==> src/rtl/layer_sequencer.sv <==
// Walks every neuron/input of a fully connected layer through one shared MAC/bias/activation datapath.
// Each stage is a return-to-zero req/ack handshake held until ack; start is ignored while busy.
module layer_sequencer #(
  parameter int N_IN  = 2,
  parameter int N_OUT = 2,
  parameter int IW    = (N_IN > 1) ? $clog2(N_IN) : 1,
  parameter int OW    = (N_OUT > 1) ? $clog2(N_OUT) : 1,
  parameter int WW    = ((N_IN * N_OUT) > 1) ? $clog2(N_IN * N_OUT) : 1
) (
  input  logic          clk,
  input  logic          rst,
  input  logic          start,
  output logic          busy,
  output logic          done,
  output logic [IW-1:0] in_idx,
  output logic [OW-1:0] out_idx,
  output logic [WW-1:0] w_addr,
  output logic          mac_clr,
  output logic          mac_req,
  input  logic          mac_ack,
  output logic          bias_req,
  input  logic          bias_ack,
  output logic          act_req,
  input  logic          act_ack,
  output logic          out_we,
  output logic          proto_err
);

  typedef enum logic [3:0] {
    S_IDLE, S_CLEAR, S_MAC_REQ, S_MAC_GAP, S_BIAS_REQ,
    S_BIAS_GAP, S_ACT_REQ, S_ACT_GAP, S_WRITE, S_DONE
  } state_t;

  localparam logic [IW-1:0] IN_LAST  = IW'(N_IN - 1);
  localparam logic [OW-1:0] OUT_LAST = OW'(N_OUT - 1);

  state_t        state_q, state_d;
  logic [IW-1:0] in_idx_q, in_idx_d;
  logic [OW-1:0] out_idx_q, out_idx_d;
  logic          proto_err_q, proto_err_d;

  always_ff @(posedge clk) begin
    if (!rst) begin
      state_q     <= S_IDLE;
      in_idx_q    <= '0;
      out_idx_q   <= '0;
      proto_err_q <= 1'b0;
    end else begin
      state_q     <= state_d;
      in_idx_q    <= in_idx_d;
      out_idx_q   <= out_idx_d;
      proto_err_q <= proto_err_d;
    end
  end

  always_comb begin
    state_d     = state_q;
    in_idx_d    = in_idx_q;
    out_idx_d   = out_idx_q;
    proto_err_d = proto_err_q;
    busy        = (state_q != S_IDLE);
    done        = 1'b0;
    mac_clr     = 1'b0;
    mac_req     = 1'b0;
    bias_req    = 1'b0;
    act_req     = 1'b0;
    out_we      = 1'b0;

    // An ack is only legal in the cycle its own req is driven high.
    if ((mac_ack  && state_q != S_MAC_REQ)  ||
        (bias_ack && state_q != S_BIAS_REQ) ||
        (act_ack  && state_q != S_ACT_REQ)) begin
      proto_err_d = 1'b1;
    end

    case (state_q)
      S_IDLE: begin
        if (start) begin
          in_idx_d    = '0;
          out_idx_d   = '0;
          proto_err_d = 1'b0;
          state_d     = S_CLEAR;
        end
      end
      S_CLEAR: begin
        mac_clr = 1'b1;
        state_d = S_MAC_REQ;
      end
      S_MAC_REQ: begin
        mac_req = 1'b1;
        if (mac_ack) state_d = S_MAC_GAP;
      end
      S_MAC_GAP: begin
        if (in_idx_q == IN_LAST) begin
          in_idx_d = '0;
          state_d  = S_BIAS_REQ;
        end else begin
          in_idx_d = in_idx_q + IW'(1);
          state_d  = S_MAC_REQ;
        end
      end
      S_BIAS_REQ: begin
        bias_req = 1'b1;
        if (bias_ack) state_d = S_BIAS_GAP;
      end
      S_BIAS_GAP: state_d = S_ACT_REQ;
      S_ACT_REQ: begin
        act_req = 1'b1;
        if (act_ack) state_d = S_ACT_GAP;
      end
      S_ACT_GAP: state_d = S_WRITE;
      S_WRITE: begin
        out_we = 1'b1;
        if (out_idx_q == OUT_LAST) begin
          state_d = S_DONE;
        end else begin
          out_idx_d = out_idx_q + OW'(1);
          state_d   = S_CLEAR;
        end
      end
      S_DONE: begin
        done      = 1'b1;
        in_idx_d  = '0;
        out_idx_d = '0;
        state_d   = S_IDLE;
      end
      default: state_d = S_IDLE;
    endcase
  end

  assign in_idx    = in_idx_q;
  assign out_idx   = out_idx_q;
  assign w_addr    = WW'(out_idx_q) * WW'(N_IN) + WW'(in_idx_q);
  assign proto_err = proto_err_q;

endmodule

==> config.mk <==
export PLATFORM = sky130hd
export DESIGN_NAME = layer_sequencer
export DESIGN_NICKNAME = d
export VERILOG_FILES = /design/src/rtl/layer_sequencer.sv
export SDC_FILE = /design/constraint.sdc
export NUM_CORES = 1
export LEC_CHECK = 0
export CAP_MARGIN = 20
export CORE_AREA = 8 8 45 47
export CTS_CLUSTER_SIZE = 25
export DETAILED_ROUTE_END_ITERATION = 10
export DIE_AREA = 0 0 53 55
export PLACE_DENSITY_LB_ADDON = 0.25
export RECOVER_POWER = 25
export SYNTH_ARGS = -nofsm -noshare
export SYNTH_HDL_FRONTEND = slang
export SYNTH_SLANG_ARGS = --single-unit
export TNS_END_PERCENT = 5
==> constraint.sdc <==
create_clock -name clk -period 1.9 [get_ports clk]
set_clock_uncertainty 0.1 [all_clocks]
set_input_delay 0.57 -clock clk [delete_from_list [all_inputs] [get_ports clk]]
set_output_delay 0.57 -clock clk [all_outputs]
set_load 0.005 [all_outputs]
# Yosys cells after proc, flatten, opt, wreduce, memory -nomap -nowiden
# Index checks and enable logic that the tools add are counted.
[classes]
n_addsub = 3
muxes = 21
eq_ne = 16
bitwise_logic = 0
shift = 0
div = 0
n_lt_le_gt_ge = 0
n_reduce_logical = 12
n_mul = 0
[ops]
columns = ["op", "n"]
rows = [
  ["$pmux 4 s9", 1],
  ["$mux 4", 5],
  ["$eq 4x3->1 const B", 4],
  ["$mux 1", 12],
  ["$eq 4x2->1 const B", 2],
  ["$eq 4x4->1 const B", 2],
  ["$ne 2x2->1 const B", 4],
  ["$ne 4x3->1 const B", 2],
  ["$pmux 1 s3", 2],
  ["$reduce_bool 3->1", 2],
  ["$eq 4x1->1 const B", 1],
  ["$logic_not 4->1", 1],
  ["$ne 4x2->1 const B", 1],
  ["$reduce_and 2->1", 2],
  ["$reduce_and 4->1", 1],
  ["$reduce_bool 4->1", 1],
  ["$logic_and 1x1->1", 3],
  ["$mux 3", 1],
  ["$add 1x1->1 const B", 2],
  ["$add 2x1->2", 1],
  ["$logic_or 1x1->1", 2],
]
[word_totals]
out_inout_bits = 12
regBits = 7
input_bits = 6
mem_bits_ro = 0
memories = 0
ramBits = 0
latch_bits = 0

# Longest topological paths before layout
[depth]
ltp_word = 7
depth_mapped = 6
depth_no_buf = 4

# Worst setup path after synthesis
# No wires, ideal clock.
[synth_timing]
path_type = "register to output"
start = "register state_q[3]"
end = "output port done"
n_path_buf = 2
setup_slack_ns = 0.318
arrival_ns = 0.912
stages_incl_launch_ff = 4
t_required_ns = 1.230
cell_sequence = "dfxtp_1 > buf_2 > clkbuf_1 > and3_1"
[synth_via]
elab_chain_cells = 2
[synth_lines]
columns = ["element", "line", "text"]
rows = [
  ["start: declaration", "37", "state_t state_q, state_d;"],
  ["start signal: assignment", "49", "state_q <= state_d;"],
  ["$eq 4x4->1", "76", "case (state_q)"],
  ["$mux 1", "76", ""],
  ["end: declaration", "14", "output logic done,"],
]
# Every way passes these cells.

# Final worst setup path
[layout_timing]
start = "register state_q[2]"
end = "output port done"
# The elaborated chain is that of the path after synthesis.

==> metrics <==
outcome=finished, final reports clean; clock sinks=7; Hold Path Class=flip-flop to flip-flop; root buf cell=clkbuf_4; worst vdd ir=0.362 mV; final antenna diode count=0; Required @ worst endpoint=around 1200 ps; crit path cell chain=nor2_4 > and3_1 > dlygate4sd2_1; largest net degree at the start of global routing=15; post-synth top area cell=dfxtp_1; H-tree Lvls=1; Via Count=559; crit path DAT=around 1200 ps; Sequential Power Share=39.2%; main combinational cell family by area after synthesis=simple AND/OR/NAND/NOR gates; Critical Path Sink Type=output port; Power Density=approximately 530 nW/µm²; routed len/inst=approximately 12 µm; final setup fails=0; layout cells sized above 1=37.9%; Fin Hold WS=~440 ps; Sw Share=28.8%; Seq/Total Area, Yosys=28.2%; Top delay family on crit path=flip-flops; total of max-cap violations=0; Worst Path Buf+Inv=1; Post-synth top flop=dfxtp_1; via/cell ratio=around 5.0; Layout area overhead=61.7%; first-pass GRT wire length=about 2.4 mm; GR peak layer=met2; top cell type's share of synthesized area=between 20% and 30%; CTS tree=built; top cells by area, synth=dfxtp_1 (28%), nor3_1 (6.0%), nor2_1 (6.0%); crit path kind=flip-flop to output port; simple logic cell fraction of the synthesized area=38.8%; nets=just over 100; core area=~1400 µm²; # port buffers=17; GR Util All Layers=around 11%; compound-cell area share of the yosys netlist=20.2%; CP Launch Type=flip-flop; GR Layer Usage met2=19.5%; max incr delay on CP=between 400 and 500 ps; Clk pwr share=between 30% and 40%; post-synthesis async set-or-reset flop share=0%; most common cell after layout, fill and taps aside=buf_4; Clock Path Buffers=2; full die area=between 2000 and 3000 µm²; clock-pin transition on the worst setup and hold timing paths=60 ps; drt first pass iters=3; leading cell types in the layout, fill and taps excluded=buf_4 (14), clkdlybuf4s50_1 (8), nand2_1 (6), nor2_1 (6), a21oi_1 (5); global route total overflow=0; synthesized cell area=between 400 and 500 µm²; Net Switching=between 0.0001 and 0.00015 W; EDFF count, synth=0; Post-Synth Adder-Cell Area=0%; mean area per synthesized cell=around 7.5 µm²; overall power=approximately 0.00043 W; Fin. Hold Viols=0; post-DP HPWL=between 1 and 1.5 mm; hold_buf cts=0; Die Y=about 55 µm; critical path's slowest cell=dfxtp_4; Tcrit/Tclk final=a little over nine tenths; Mapped Cells=66; multiplexer share of the synthesized area=0%; syn nets=72; CP Max Fanout=9; # rows=14; combinational share of power=about 28%; total CTS buffers=3; postcts setup bufs=0; Post-Route WL=1.38 mm; drt drc=0; clock latency on the worst-skew pair=250 ps; minimum clock period=about 1800 ps; Top Ports=18; vias in the first global route=~550; Slew Viols, Final=0; gpl congestion=approximately 0.78; DRT antenna net count=0; M1 GR Usage=between 10% and 20%; Slew Limit Headroom=82.9%; Iter 0 DRT Violations=11; Peak Freq=~0.54 GHz; internal power=between 0.0003 and 0.0004 W; initial antenna violation count=0; Yosys cell types=29; Initial Utilization=~36%; GR Util met3=about 5.3%; xor/xnor share of the synthesized area=0%; DIE WIDTH=roughly 53 µm; leakage power=approximately 0.36 nW; #FFs+latches synth=7; worst-margin pin slew=approximately 250 ps; synth warn=0
metal layers:
layer  up-vias  wire length (µm)  part of all wire (%)
met1       256               598                    43
met2        14               689                    50
met4         0                 0                     0
li1        289                 -                     -
met3         0                92                   6.7
met5         -                 0                     0
worst reg2reg max path, delay by kind of cell (launching register included):
family	cells	cell delay [ps]
buffers and inverters	2	280
flip-flops	1	370
AND/OR/NAND/NOR	4	730
cell usage after synthesis, types with 2 or more instances:
| cell | count |
|---|---|
| nor2_1 | 8 |
| dfxtp_1 | 7 |
| nand2_1 | 6 |
| nor3_1 | 6 |
| a21oi_1 | 5 |
| nor3b_1 | 3 |
| buf_2 | 2 |
| buf_4 | 2 |
| buf_6 | 2 |
| inv_1 | 2 |
| nor2b_1 | 2 |
| nor4b_1 | 2 |
| o21ai_0 | 2 |
| o31ai_1 | 2 |
power by group through the flow:
| stage | clock network (W) | registers (W) | logic [W] |
|---|---|---|---|
| 4_1_cts | 0.000143 | 0.000166 | 0.000120 |
| 2_1_floorplan | 0 | 0.000162 | 0.0000619 |
| 5_1_grt | 0.000155 | 0.000169 | 0.000133 |
| 3_5_place_dp | 0 | 0.000166 | 0.000122 |
| 6_report | 0.000140 | 0.000167 | 0.000119 |
| 3_3_place_gp | 0 | 0.000166 | 0.000122 |
layout make-up:
| cell class | count | area, µm² |
|---|---|---|
| Fill cell | 123 | 581 |
| Multi-Input combinational cell | 49 | 328 |
| Timing Repair Buffer | 33 | 270 |
| Sequential cell | 7 | 151 |
| Clock buffer | 4 | 26.3 |
| Tap cell | 16 | 20.0 |
| Inverter | 2 | 7.51 |
per-stage QoR:
stage / setup WS, ps / cell area (µm²) / cells / utilization [%] / TNS, ps
CTS: 9.36 / 793 / 111 / 57.3 / 0
finish: 60.9 / 803 / 111 / 58.0 / 0
detailed placement: -157 / 751 / 107 / 54.2 / -569
global placement: -131 / 751 / 107 / 54.2 / -414
floorplan: 318 / 497 / 66 / - / 0
global route: -2.29 / 803 / 111 / 58.0 / -2.29
repair_timing:
action,in CTS,in global routing
resized for setup,25,10
gates cloned,0,0
setup endpoints to repair,9,6
logic make-up after synthesis:
group                  count (synthesis)
AND/OR/NAND/NOR                       34
AO/OA/AOI/OAI                         15
buffers and inverters                 10
flip-flops                             7
path summary, 6_finish.rpt:
kind                                    to  slack (ps)  depth (start not counted)       start
worst max-delay path                  done          60                          3  state_q[2]
worst min-delay path                in_idx         440                          2      in_idx
worst max register to register  state_q[0]         310                          6  state_q[1]
worst min register to register      in_idx         440                          2      in_idx
registers in the layout (all words and copies together) (netlist names):
signal,flops
proto_err,1
out_idx,1
state_q,4
in_idx,1
(Power assumes the default switching activity.)
